$ cat config.mk
export PLATFORM = sky130hd
export DESIGN_NAME = imem_boot_ctrl
export DESIGN_NICKNAME = d
export VERILOG_FILES = /design/src/rtl/imem_boot_ctrl.sv
export SDC_FILE = /design/constraint.sdc
export NUM_CORES = 1
export LEC_CHECK = 0
export BUFFER_PORTS_ARGS = -buffer_cell sky130_fd_sc_hd__buf_4
export CAP_MARGIN = 20
export CORE_MARGIN = 5
export CORE_UTILIZATION = 49
export DETAILED_ROUTE_END_ITERATION = 10
export PLACE_DENSITY = 0.79
export SLEW_MARGIN = 20
export SYNTH_ARGS = -nofsm -noshare
export SYNTH_HDL_FRONTEND = slang
export SYNTH_SLANG_ARGS = --single-unit
$ cat constraint.sdc
create_clock -name clk -period 3.1 [get_ports clk]
set_clock_uncertainty 0.15 [all_clocks]
set_input_delay 0.155 -clock clk [delete_from_list [all_inputs] [get_ports clk]]
set_output_delay 0.155 -clock clk [all_outputs]
set_load 0.01 [all_outputs]
$ cat src/rtl/imem_boot_ctrl.sv
// Boot/test sequencer for the RVSEED core: streams a program into instruction
// memory, releases the core, then watches for halt or timeout and reports.
module imem_boot_ctrl #(
  parameter int ADDR_W  = 10,
  parameter int DATA_W  = 32,
  parameter int RST_CYC = 2,
  parameter int RUN_MAX = 500
) (
  input  logic              clk,
  input  logic              rst_n,
  input  logic              start,
  input  logic              abort,
  input  logic              ld_valid,
  output logic              ld_ready,
  input  logic [DATA_W-1:0] ld_data,
  input  logic              ld_last,
  output logic              imem_we,
  output logic [ADDR_W-1:0] imem_addr,
  output logic [DATA_W-1:0] imem_wdata,
  output logic              core_rst_n,
  input  logic              halt,
  input  logic [DATA_W-1:0] halt_code,
  output logic              busy,
  output logic              done,
  output logic              pass,
  output logic              timeout,
  output logic              overflow,
  output logic [ADDR_W:0]   word_cnt,
  output logic [19:0]       cycle_cnt
);

  typedef enum logic [2:0] {
    S_IDLE,
    S_LOAD,
    S_RST_HOLD,
    S_RUN,
    S_DONE
  } state_t;

  localparam logic [ADDR_W:0] TOP_ADDR  = {1'b0, {ADDR_W{1'b1}}};
  localparam logic [7:0]      HOLD_LAST = 8'(RST_CYC - 1);
  // RUN_MAX = 2^20 truncates to 0; the run counter starts at 1, so it only
  // reads 0 after wrapping on exactly the 2^20-th run cycle.
  localparam logic [19:0]     RUN_LIMIT = 20'(RUN_MAX);

  state_t              state, state_nxt;
  logic [7:0]          hold_cnt, hold_cnt_nxt;
  logic                ld_ready_nxt, imem_we_nxt, core_rst_n_nxt;
  logic [ADDR_W-1:0]   imem_addr_nxt;
  logic [DATA_W-1:0]   imem_wdata_nxt;
  logic                busy_nxt, done_nxt, pass_nxt, timeout_nxt, overflow_nxt;
  logic [ADDR_W:0]     word_cnt_nxt;
  logic [19:0]         cycle_cnt_nxt;

  logic hs, load_end, halt_seen, run_expired;

  assign hs          = (state == S_LOAD) && ld_ready && ld_valid;
  assign load_end    = hs && (ld_last || (word_cnt == TOP_ADDR));
  assign halt_seen   = (state == S_RUN) && core_rst_n && halt;
  assign run_expired = (state == S_RUN) && (cycle_cnt == RUN_LIMIT);

  // State and registered outputs.
  always_ff @(posedge clk) begin
    // NOTE: reset is synchronous -- rst_n only takes effect on a rising clk edge.
    if (!rst_n) begin
      state      <= S_IDLE;
      hold_cnt   <= '0;
      ld_ready   <= 1'b0;
      imem_we    <= 1'b0;
      imem_addr  <= '0;
      imem_wdata <= '0;
      core_rst_n <= 1'b0;
      busy       <= 1'b0;
      done       <= 1'b0;
      pass       <= 1'b0;
      timeout    <= 1'b0;
      overflow   <= 1'b0;
      word_cnt   <= '0;
      cycle_cnt  <= '0;
    end else begin
      // NOTE: non-blocking (<=) so every register samples pre-edge values.
      state      <= state_nxt;
      hold_cnt   <= hold_cnt_nxt;
      ld_ready   <= ld_ready_nxt;
      imem_we    <= imem_we_nxt;
      imem_addr  <= imem_addr_nxt;
      imem_wdata <= imem_wdata_nxt;
      core_rst_n <= core_rst_n_nxt;
      busy       <= busy_nxt;
      done       <= done_nxt;
      pass       <= pass_nxt;
      timeout    <= timeout_nxt;
      overflow   <= overflow_nxt;
      word_cnt   <= word_cnt_nxt;
      cycle_cnt  <= cycle_cnt_nxt;
    end
  end

  // Next state.
  always_comb begin
    state_nxt = state;
    if (abort) begin
      state_nxt = S_IDLE;
    end else begin
      case (state)
        S_IDLE, S_DONE: if (start)                         state_nxt = S_LOAD;
        S_LOAD:         if (load_end)                      state_nxt = S_RST_HOLD;
        S_RST_HOLD:     if (hold_cnt == HOLD_LAST)         state_nxt = S_RUN;
        S_RUN:          if (halt_seen || run_expired)      state_nxt = S_DONE;
        default:                                           state_nxt = S_IDLE;
      endcase
    end
  end

  // Next output values.
  always_comb begin
    // NOTE: every target gets a default first so no path infers a latch.
    hold_cnt_nxt   = hold_cnt;
    ld_ready_nxt   = ld_ready;
    imem_we_nxt    = 1'b0;
    imem_addr_nxt  = imem_addr;
    imem_wdata_nxt = imem_wdata;
    core_rst_n_nxt = core_rst_n;
    busy_nxt       = busy;
    done_nxt       = done;
    pass_nxt       = pass;
    timeout_nxt    = timeout;
    overflow_nxt   = overflow;
    word_cnt_nxt   = word_cnt;
    cycle_cnt_nxt  = cycle_cnt;

    if (abort) begin
      ld_ready_nxt   = 1'b0;
      core_rst_n_nxt = 1'b0;
      busy_nxt       = 1'b0;
      done_nxt       = 1'b0;
      pass_nxt       = 1'b0;
      timeout_nxt    = 1'b0;
      overflow_nxt   = 1'b0;
    end else begin
      case (state)
        S_IDLE, S_DONE: begin
          if (start) begin
            ld_ready_nxt   = 1'b1;
            core_rst_n_nxt = 1'b0;
            busy_nxt       = 1'b1;
            done_nxt       = 1'b0;
            pass_nxt       = 1'b0;
            timeout_nxt    = 1'b0;
            overflow_nxt   = 1'b0;
            word_cnt_nxt   = '0;
            cycle_cnt_nxt  = '0;
          end
        end
        S_LOAD: begin
          if (hs) begin
            imem_we_nxt    = 1'b1;
            imem_addr_nxt  = word_cnt[ADDR_W-1:0];
            imem_wdata_nxt = ld_data;
            word_cnt_nxt   = word_cnt + 1'b1;
          end
          if (load_end) begin
            ld_ready_nxt = 1'b0;
            hold_cnt_nxt = '0;
            overflow_nxt = !ld_last;
          end
        end
        S_RST_HOLD: begin
          if (hold_cnt == HOLD_LAST) begin
            core_rst_n_nxt = 1'b1;
            cycle_cnt_nxt  = 20'd1;
          end else begin
            hold_cnt_nxt = hold_cnt + 8'd1;
          end
        end
        S_RUN: begin
          if (halt_seen || run_expired) begin
            // Halt wins over a timeout landing in the same cycle.
            done_nxt       = 1'b1;
            pass_nxt       = halt_seen && (halt_code == '0);
            timeout_nxt    = !halt_seen;
            busy_nxt       = 1'b0;
            core_rst_n_nxt = 1'b0;
          end else begin
            cycle_cnt_nxt = cycle_cnt + 20'd1;
          end
        end
        default: begin
          ld_ready_nxt   = 1'b0;
          core_rst_n_nxt = 1'b0;
          busy_nxt       = 1'b0;
        end
      endcase
    end
  end

endmodule

==> results of run 1 <==
==> final timing paths <==
path,start,endpoint,slack (ps),cells past startpoint
worst max-delay path,halt_code[22],pass,320,8
worst min-delay path,ld_last,overflow,20,4
worst max register to register,hold_cnt[0],cycle_cnt[7],330,8
worst min register to register,imem_addr[8],imem_addr[8],310,2
==> layer usage <==
| layer | track usage [%] | share of wire, % | vias up |
|---|---|---|---|
| li1 | - | - | 2134 |
| met1 | 28.33 | 43 | 1983 |
| met2 | 38.93 | 47 | 142 |
| met3 | 5.461 | 8.7 | 9 |
| met4 | 5.752 | 1.0 | 0 |
| met5 | 0 | 0 | - |
==> cell type report <==
type,count,area (sq um),area share (%)
multi-input cells,375,2183,36.62
clock buffers,9,123.9,2.078
well taps,105,131.4,2.204
repair buffers,197,1572,26.36
flip-flops and latches,92,1842,30.89
clock inverters,7,83.83,1.406
inverters,7,26.28,0.4407
==> sequential cells by signal (all words and copies together), names as in the netlist <==
| name | count |
|---|---|
| done | 1 |
| imem_we | 1 |
| busy | 1 |
| cycle_cnt | 20 |
| imem_addr | 10 |
| state | 3 |
| ld_ready | 1 |
| core_rst_n | 1 |
| imem_wdata | 32 |
| word_cnt | 11 |
| overflow | 1 |
| pass | 1 |
| hold_cnt | 8 |
| timeout | 1 |
==> cell usage in the layout, fill, tap and decap left out, types with 3 or more instances in the layout <==
master | synthesis | layout
sky130_fd_sc_hd__xnor2_1 | 4 | 4
sky130_fd_sc_hd__a21oi_1 | 25 | 25
sky130_fd_sc_hd__a21boi_0 | 30 | 30
sky130_fd_sc_hd__ha_1 | 5 | 5
sky130_fd_sc_hd__o211ai_1 | 3 | 3
sky130_fd_sc_hd__dfxtp_1 | 92 | 92
sky130_fd_sc_hd__dlygate4sd3_1 | 0 | 37
sky130_fd_sc_hd__mux2i_1 | 7 | 7
sky130_fd_sc_hd__nor4_1 | 8 | 8
sky130_fd_sc_hd__a211oi_1 | 6 | 6
sky130_fd_sc_hd__o31ai_1 | 4 | 4
sky130_fd_sc_hd__nor2b_1 | 4 | 4
sky130_fd_sc_hd__xor2_1 | 6 | 6
sky130_fd_sc_hd__buf_4 | 0 | 160
sky130_fd_sc_hd__nand2_1 | 109 | 109
sky130_fd_sc_hd__nand4_1 | 15 | 15
sky130_fd_sc_hd__and2_1 | 4 | 4
sky130_fd_sc_hd__or4_1 | 3 | 3
sky130_fd_sc_hd__nor2_1 | 29 | 28
sky130_fd_sc_hd__inv_1 | 7 | 7
sky130_fd_sc_hd__and3_1 | 6 | 6
sky130_fd_sc_hd__nand3b_1 | 6 | 6
sky130_fd_sc_hd__nand3_1 | 19 | 19
sky130_fd_sc_hd__clkinvlp_4 | 0 | 3
sky130_fd_sc_hd__o21ai_0 | 7 | 7
sky130_fd_sc_hd__clkbuf_8 | 0 | 9
sky130_fd_sc_hd__a21boi_1 | 15 | 15
sky130_fd_sc_hd__o21ai_1 | 14 | 14
sky130_fd_sc_hd__or3_1 | 14 | 14
==> cell families after synthesis <==
logic type | count (synthesis) | synth area share (%)
AOI/OAI and AO/OA | 121 | 20.11
xor gates and xnor gates | 10 | 2.117
adders and majority gates | 5 | 1.512
buffers and inverters | 30 | 2.782
DFF | 92 | 44.51
muxes | 7 | 1.693
and+or+nand+nor | 232 | 27.28
==> power by group through the flow <==
| stage | Combinational [W] | Sequential [W] | Clock (W) |
|---|---|---|---|
| after floorplan | 0.0000837 | 0.00122 | 0 |
| after global placement | 0.000181 | 0.00122 | 0 |
| after detailed placement | 0.000183 | 0.00122 | 0 |
| after CTS | 0.000219 | 0.00120 | 0.000860 |
| after global routing | 0.000239 | 0.00120 | 0.000920 |
| final | 0.000220 | 0.00120 | 0.000840 |
==> what timing repair did <==
action                                 4_1_cts  5_1_grt
setup endpoints to repair                    0        0
endpoints found under the hold margin       34        0
hold buffers                                37        0
==> worst max-delay path, stage by stage <==
cell and delay [ps]:
sky130_fd_sc_hd__dlygate4sd3_1 530, sky130_fd_sc_hd__buf_4 130, sky130_fd_sc_hd__nor4_1 170, sky130_fd_sc_hd__dlygate4sd3_1 590
sky130_fd_sc_hd__nand4_1 80, sky130_fd_sc_hd__dlygate4sd3_1 570, sky130_fd_sc_hd__o21ai_0 150, sky130_fd_sc_hd__dlygate4sd3_1 560
==> stage by stage <==
stage | std cells | hold slack [ps] | total power, W
after global placement | 739 | 255.6 | 0.001405
after detailed placement | 739 | 263.7 | 0.001407
after floorplan | 497 | 139.8 | 0.001304
after global routing | 792 | 25.13 | 0.002357
after CTS | 792 | 17.31 | 0.002275
final | 792 | 24.17 | 0.002257
==> out/summary.txt, run 1 <==
Final worst-path cycle share -> 89.83%
Ranking of synthesized cells by area -> sky130_fd_sc_hd__dfxtp_1 45%, sky130_fd_sc_hd__nand2_1 9.9%, sky130_fd_sc_hd__a21boi_0 5.4%, sky130_fd_sc_hd__a21oi_1 3.0%, sky130_fd_sc_hd__a21boi_1 2.7%
Net load switching power -> 0.0005549 W
Path type of the worst min-delay path -> in -> reg
Post-DR vias/cell -> 5.389
Via count -> 4268
1st-iter DRT viols -> 196
Number of flops mapped to enable cells by yosys -> 0
Total DRC errors in the routed layout -> 0
FILL cells -> 608
Resize count post-CTS -> 0
Max Fanout on Critical Path -> 1
Fraction of registers with async set/reset -> 0%
Measured slew at the worst slew-check pin -> 542.9 ps
Number of nets in the synthesized netlist -> 573
# clock sinks -> 92
Maxcap violations -> 0
Number of post-CTS setup repair buffers -> 0
Aggregate routed wire length -> 11730 um
Clock share of power -> 37.2%
Part of the Yosys area used for sequential elements -> 44.51%
Fin worst setup slack -> 315.4 ps
Boundary Pins -> 152
Pin count of the biggest net entering global routing -> 60
Crit end category -> register
Antenna cell count -> 0
Worst ir drop on vdd -> 0.2531 mV
Area of the mapped netlist -> 4138 sq um
PD cells -> 378.5 nW/um^2
Most instantiated cells after synthesis -> 109 x sky130_fd_sc_hd__nand2_1, 92 x sky130_fd_sc_hd__dfxtp_1, 30 x sky130_fd_sc_hd__a21boi_0
Crit path kind -> in -> reg
Count of synthesis-stage warnings from yosys -> 0
Die Height -> 101.9 um
Synth Instances -> 497
Sum Neg Setup Slack -> 0 ps
Iteration count of the initial detailed-routing pass -> 4
Leakage power of the design -> 2.385 nW
WP data required -> 3250 ps
Final net count -> 758
Global-route wire length before repair -> 19130 um
Dominant cell by count in the synthesized netlist -> sky130_fd_sc_hd__nand2_1
Avg Synthesized Cell Area -> 8.325 sq um
Core Region -> 8217 sq um
Buffers on Ports -> 151
Antenna violations before repair -> 0
Buffer depth of the longest clock path -> 2
Die width -> 101.9 um
Initial core utilization -> 50.36%
Half-perimeter wire length after detailed placement -> 8056 um
Number of library cell types mapped by synthesis -> 50
Post-layout util -> 72.56%
RSZ-0062 raised after global routing -> false
Startpoint kind of the worst setup timing path -> input pin
Fmax achieved -> 359.1 MHz
Internal power component -> 0.001702 W
Fraction of layout instances using a drive strength above 1 -> 26.93%
Die Area -> 10380 sq um
Combinational group share of total power -> 9.8%
Via count of the first global-routing pass -> 4156
Antenna Violating Nets Remaining -> 0
Remaining global-route overflow -> 0
Number of levels in the clock H-tree -> 3
Most common flop cell mapped by yosys -> sky130_fd_sc_hd__dfxtp_1
Placed cell area -> 5384 sq um
Clock Pin Slew Worst Setup and Hold Paths -> 90 ps
Area share of the largest cell type after synthesis -> 44.51%
Worst slack at placement -> 363.9 ps
Count of standard-cell rows -> 33
Hold Violations, Final -> 0
Cell taking the most area after synthesis -> sky130_fd_sc_hd__dfxtp_1
Count of final setup violators -> 0
Sw frac -> 24.59%
Clk Latency, worst-skew pair -> 360 ps
Data arrival, critical path -> 2930 ps
Remaining max-slew budget at the tightest pin -> 63.56%
Final critical delay including setup and external delays -> 2785 ps
Relative contribution of sequential cells to total power -> 53.0%
Routed len/inst -> 14.81 um
Clock tree from TritonCTS -> built
Final instance area -> 5962 sq um
Weighted congestion reported at the end of routability-driven placement -> 0.8749
Number of buffers inserted during clock tree synthesis -> 9
Total global routing track utilization -> 22.52%
Area growth from synthesis to layout -> 44.09%
Outcome -> finished clean
Yosys reg bits -> 92
Clock root buffer master -> sky130_fd_sc_hd__clkbuf_8
Max-slew violation total from the final report -> 0
Note: power is estimated with default switching activity, not from simulation.
==> inputs of run 2 (changes only) <==
- BUFFER_PORTS_ARGS: -buffer_cell sky130_fd_sc_hd__buf_4 -> -buffer_cell sky130_fd_sc_hd__buf_2
- CAP_MARGIN: 20 -> 0
==> out/summary.txt, run 2 (synthesis results as in run 1) <==
Clk Latency, worst-skew pair -> 360 ps (about the same)
Clock tree from TritonCTS -> built
Area growth from synthesis to layout -> 35.17%
Resize count post-CTS -> 0 (unchanged)
Remaining global-route overflow -> 0 (unchanged)
Buffers on Ports -> 151 (unchanged)
Worst R2R Setup Slack -> 300 ps (-30 ps)
Leakage power of the design -> 2.342 nW (-1.8%)
Final critical delay including setup and external delays -> 2859 ps (+74.69 ps)
RSZ-0062 raised after global routing -> false
Iteration count of the initial detailed-routing pass -> 5 (+1)
Outcome -> finished clean
1st-iter DRT viols -> 194 (-1.0%)
Number of buffers inserted during clock tree synthesis -> 9 (unchanged)
Total global routing track utilization -> 23.03% (+0.50 points)
Total DRC errors in the routed layout -> 0 (unchanged)
Number of levels in the clock H-tree -> 3 (unchanged)
Post-DR vias/cell -> 5.414 (+0.47%)
Half-perimeter wire length after detailed placement -> 8046 um (-0.14%)
Total of hold buffers inserted after clock tree synthesis -> 38 (+2.7%)
FILL cells -> 664 (+9.2%)
Count of final setup violators -> 0 (unchanged)
Antenna cell count -> 0 (unchanged)
Startpoint kind of the worst setup timing path -> input pin
Crit path kind -> in -> reg
PD cells -> 394.8 nW/um^2 (+4.3%)
WP data required -> 3260 ps (about the same)
Number of post-CTS setup repair buffers -> 0 (unchanged)
Register bank with the most flops -> imem_wdata
Weighted congestion reported at the end of routability-driven placement -> 0.8704 (-0.51%)
Via count of the first global-routing pass -> 4164 (+0.19%)
Die Height -> 101.9 um (unchanged)
Measured slew at the worst slew-check pin -> 539.8 ps (-3.149 ps)
Flip-flop count of the largest register, all copies and words added -> 32 (unchanged)
Final net count -> 760 (+0.26%)
Worst slack at placement -> 330.0 ps (-33.98 ps)
Maxcap violations -> 0 (unchanged)
Global-route wire length before repair -> 19420 um (+1.5%)
# clock sinks -> 92 (unchanged)
Fraction of layout instances using a drive strength above 1 -> 26.85% (-0.078 points)
Die width -> 101.9 um (unchanged)
Data arrival, critical path -> 3020 ps (+90 ps)
Multi-input logic area -> 2183 sq um (unchanged)
Antenna Violating Nets Remaining -> 0 (unchanged)
Worst ir drop on vdd -> 0.2047 mV (-19%)
Boundary Pins -> 152 (unchanged)
Aggregate routed wire length -> 11740 um (about the same)
Initial core utilization -> 50.36% (unchanged)
Area taken by flip-flops and latches -> 1842 sq um (unchanged)
Max Fanout on Critical Path -> 1 (unchanged)
Largest registers ranked by flip-flop count -> imem_wdata (32), cycle_cnt (20), word_cnt (11)
Crit end category -> register
Count of standard-cell rows -> 33 (unchanged)
Most common library cell in the layout ignoring fill and taps -> sky130_fd_sc_hd__buf_2
Fmax achieved -> 349.7 MHz (-2.6%)
Max-slew violation total from the final report -> 0 (unchanged)
Sum Neg Setup Slack -> 0 ps (unchanged)
Commonest non-fill, non-tap cells in the layout -> 151 x sky130_fd_sc_hd__buf_2, 109 x sky130_fd_sc_hd__nand2_1, 92 x sky130_fd_sc_hd__dfxtp_1
Hold Violations, Final -> 0 (unchanged)
Clock root buffer master -> sky130_fd_sc_hd__clkbuf_8
Design Power -> 0.002208 W (-2.2%)
Post-layout util -> 68.07% (-4.5 points)
Buffer depth of the longest clock path -> 2 (unchanged)
Remaining max-slew budget at the tightest pin -> 63.77% (+0.21 points)
Final worst-path cycle share -> 92.24% (+2.4 points)
Routed len/inst -> 14.78 um (-0.20%)
Fin worst setup slack -> 240.7 ps (-74.69 ps)
Core Region -> 8217 sq um (unchanged)
Pin count of the biggest net entering global routing -> 44 (-27%)
Clock Pin Slew Worst Setup and Hold Paths -> 90 ps (about the same)
Die Area -> 10380 sq um (unchanged)
Path type of the worst min-delay path -> in -> reg
Via count -> 4299 (+0.73%)
Antenna violations before repair -> 0 (unchanged)
Final instance area -> 5593 sq um (-6.2%)
Placed cell area -> 5014 sq um (-6.9%)
==> run 2: changes by cell type in the layout (fill, tap and decap cells not counted), sizes merged <==
cell,delta
buf,+1
clkbuf,+1
clkinv,+1
clkinvlp,-1
dlygate4sd3,+1
inv,-1
==> run 2: layer usage <==
metal | part of all wire, % | vias to the layer above | track usage, %
met4 | 1.1 | 0 | 5.853
met1 | 42 | 2003 | 28.58
li1 | - | 2127 | -
met2 | 49 | 156 | 39.99
met3 | 8.3 | 13 | 6.007
met5 | 0 | - | 0
==> run 2: cell type report <==
type	count	share of cell area, %
multi-input cells	375	39.04
flip-flops and latches	92	32.93
clock buffers	10	2.282
well taps	105	2.349
clock inverters	6	1.275
inverters	7	0.4698
repair buffers	199	21.66
==> run 2: power by group <==
part	leakage, nW	internal, W	switching (W)	total [W]
sequential	0.741	0.00119	0.00000929	0.00120
clock	0.0935	0.000380	0.000438	0.000819
combinational	1.51	0.000104	0.0000902	0.000194
==> run 2: path summary, 6_finish.rpt <==
kind | start | cells past startpoint | end
worst max-delay path | halt_code[25] | 8 | pass
worst min-delay path | ld_last | 4 | overflow
worst max register to register | hold_cnt[0] | 8 | cycle_cnt[9]
worst min register to register | imem_wdata[16] | 2 | imem_wdata[16]
==> run 2: metrics by stage <==
stage	hold slack (ps)	cells
3_3_place_gp	245.5	740
3_5_place_dp	250.0	740
6_report	42.29	794
2_1_floorplan	139.8	497
5_1_grt	45.02	794
4_1_cts	21.05	794
==> run 2: worst max-delay path, cell delays in order <==
cell and delay (ps):
sky130_fd_sc_hd__dlygate4sd3_1 530, sky130_fd_sc_hd__buf_2 120, sky130_fd_sc_hd__nor4_1 250, sky130_fd_sc_hd__dlygate4sd3_1 590
sky130_fd_sc_hd__nand4_1 90, sky130_fd_sc_hd__dlygate4sd3_1 570, sky130_fd_sc_hd__o21ai_0 150, sky130_fd_sc_hd__dlygate4sd3_1 560
==> inputs of run 3 (changes only) <==
- CORE_UTILIZATION: 49 -> 45
- HOLD_SLACK_MARGIN: unset -> 0.1
- PLACE_DENSITY: 0.79 -> 0.77
- clock period: 3.1 -> 2.5 ns (I/O delays scaled with it)
==> out/summary.txt, run 3 (synthesis results as in run 1) <==
Design Power -> 0.002852 W (+29%)
Max-slew violation total from the final report -> 0 (unchanged)
# clock sinks -> 92 (unchanged)
Total placed cells including tap cells -> 765 (+3.4%)
Max Fanout on Critical Path -> 6 (+5)
Antenna Violating Nets Remaining -> 0 (unchanged)
WP data required -> 2650 ps (-610 ps)
Crit path buf inv count -> 2 (-3)
Cells along the critical path -> inv_2 -> ha_1 -> or4b_4 -> o41ai_4 -> nand3_2 -> buf_4 -> a211o_4 -> or3_4 -> a21oi_2
Half-perimeter wire length after detailed placement -> 8438 um (+4.9%)
Most common library cell in the layout ignoring fill and taps -> sky130_fd_sc_hd__buf_2
Worst R2R Start -> hold_cnt[1]
Aggregate routed wire length -> 12920 um (+10%)
Clock Pin Slew Worst Setup and Hold Paths -> 100 ps (about the same)
Total global routing track utilization -> 22.07% (-0.95 points)
Outcome -> finished, violations left
Largest registers ranked by flip-flop count -> imem_wdata (32), cycle_cnt (20), word_cnt (11)
Via count of the first global-routing pass -> 4376 (+5.1%)
1st-iter DRT viols -> 219 (+13%)
Fmax achieved -> 380.5 MHz
Hold_sp -> rst_n
Violations in the final reports -> setup timing
Worst ir drop on vdd -> 0.2538 mV (+24%)
Worst slack at placement -> -67.35 ps (-397.3 ps)
Crit end category -> register
Crit path kind -> reg -> reg
Via count -> 4558 (+6.0%)
Master of the slowest instance on the critical path -> sky130_fd_sc_hd__or4b_4
Buffer depth of the longest clock path -> 2 (unchanged)
Antenna cell count -> 0 (unchanged)
Final worst-path cycle share -> 105.1%
Final net count -> 796 (+4.7%)
Fin worst setup slack -> -128.1 ps (-368.8 ps)
Buffers on Ports -> 151 (unchanged)
Hold Violations, Final -> 0 (unchanged)
Area growth from synthesis to layout -> 45.42%
Number of levels in the clock H-tree -> 3 (unchanged)
Flip-flop count of the largest register, all copies and words added -> 32 (unchanged)
Measured slew at the worst slew-check pin -> 555.2 ps (+15.44 ps)
Crit-path max cell delay -> 470 ps (-120 ps)
Final critical delay including setup and external delays -> 2628 ps
Total DRC errors in the routed layout -> 0 (unchanged)
Final Instance Count excl. Fillers -> 836 (+5.3%)
Count of standard-cell rows -> 35 (+6.1%)
Antenna violations before repair -> 0 (unchanged)
FILL cells -> 754 (+14%)
Clk Latency, worst-skew pair -> 370 ps (about the same)
Worst Setup SP -> hold_cnt[1]
PD cells -> 474.0 nW/um^2 (+20%)
Maxcap violations -> 0 (unchanged)
Clock root buffer master -> sky130_fd_sc_hd__clkbuf_8
Post-DR vias/cell -> 5.452 (+0.70%)
Commonest non-fill, non-tap cells in the layout -> 151 x sky130_fd_sc_hd__buf_2, 109 x sky130_fd_sc_hd__nand2_1, 87 x sky130_fd_sc_hd__dfxtp_1
Die width -> 105.9 um (+3.9%)
Number of buffers inserted during clock tree synthesis -> 9 (unchanged)
Core Region -> 9109 sq um (+11%)
Initial core utilization -> 45.43% (-4.9 points)
Data arrival, critical path -> 2780 ps (-240 ps)
Top cell family by delay on the critical path -> simple AND/OR/NAND/NOR gates
Weighted congestion reported at the end of routability-driven placement -> 0.8251 (-5.2%)
Leakage power of the design -> 2.544 nW (+8.6%)
Iteration count of the initial detailed-routing pass -> 5 (unchanged)
RSZ-0062 raised after global routing -> true
Remaining max-slew budget at the tightest pin -> 62.74% (-1.0 points)
Remaining global-route overflow -> 0 (unchanged)
Register bank with the most flops -> imem_wdata
Die Height -> 105.9 um (+3.9%)
Startpoint kind of the worst setup timing path -> register
Global-route wire length before repair -> 20510 um (+5.6%)
Boundary Pins -> 152 (unchanged)
Path type of the worst min-delay path -> in -> reg
Count of final setup violators -> 14 (+14)
Routed len/inst -> 15.46 um (+4.6%)
Pin count of the biggest net entering global routing -> 44 (unchanged)
Die Area -> 11210 sq um (+8.0%)
Clock tree from TritonCTS -> built
Fraction of layout instances using a drive strength above 1 -> 31.72% (+4.9 points)
run 3: power by group:
group / total, W / switching [W] / internal, W / leakage [nW]
Sequential: 0.00148 / 0.0000116 / 0.00147 / 0.744
Clock: 0.00108 / 0.000594 / 0.000490 / 0.103
Combinational: 0.000285 / 0.000129 / 0.000156 / 1.70
run 3: path summary, 6_finish.rpt:
kind | slack, ps | to | cells after the start
worst max register to register | -130 | cycle_cnt[16] | 9
worst min-delay path | 140 | imem_wdata[3] | 3
worst min register to register | 310 | imem_wdata[4] | 2
worst max-delay path | -130 | cycle_cnt[16] | 9
run 3: through the flow:
stage | area, sq um | hold slack, ps | utilization, % | setup TNS, ps
after floorplan | 4151 | 109.8 | - | -35.62
after global placement | 5190 | 212.3 | 56.98 | -66.86
after detailed placement | 5190 | 226.6 | 56.98 | -382.5
after CTS | 5907 | 110.9 | 64.85 | -666.2
after global routing | 6017 | 122.4 | 66.06 | -2154
final | 6017 | 137.8 | 66.06 | -999.4
run 3: final cells by class:
class	count	area [sq um]	area share [%]
multi-input cells	376	2256	37.49
flip-flops and latches	92	1848	30.71
repair buffers	234	1534	25.49
well taps	111	138.9	2.308
clock buffers	9	123.9	2.059
clock inverters	7	90.09	1.497
inverters	7	26.28	0.4367
run 3: worst reg2reg max path: stages (launching register included):
cell and delay, ps:
sky130_fd_sc_hd__dfxtp_2 340, sky130_fd_sc_hd__inv_2 40, sky130_fd_sc_hd__ha_1 110, sky130_fd_sc_hd__or4b_4 470, sky130_fd_sc_hd__o41ai_4 290, sky130_fd_sc_hd__nand3_2 180, sky130_fd_sc_hd__buf_4 190, sky130_fd_sc_hd__a211o_4 290
sky130_fd_sc_hd__or3_4 380, sky130_fd_sc_hd__a21oi_2 130
run 3: what timing repair did:
item,in CTS,in global routing
setup endpoints to repair,13,20
gates cloned,0,1
hold buffers,49,0
gates resized for setup,3,19
hold endpoints to repair,39,0
pin swaps,0,5
setup buffers,1,4
run 3: per-layer routing:
layer	global-route usage, %	vias to the layer above	part of all wire (%)
met5	0	-	0
met1	27.27	2131	42
met4	5.458	0	0.98
li1	-	2219	-
met3	5.343	14	7.6
met2	38.66	194	50
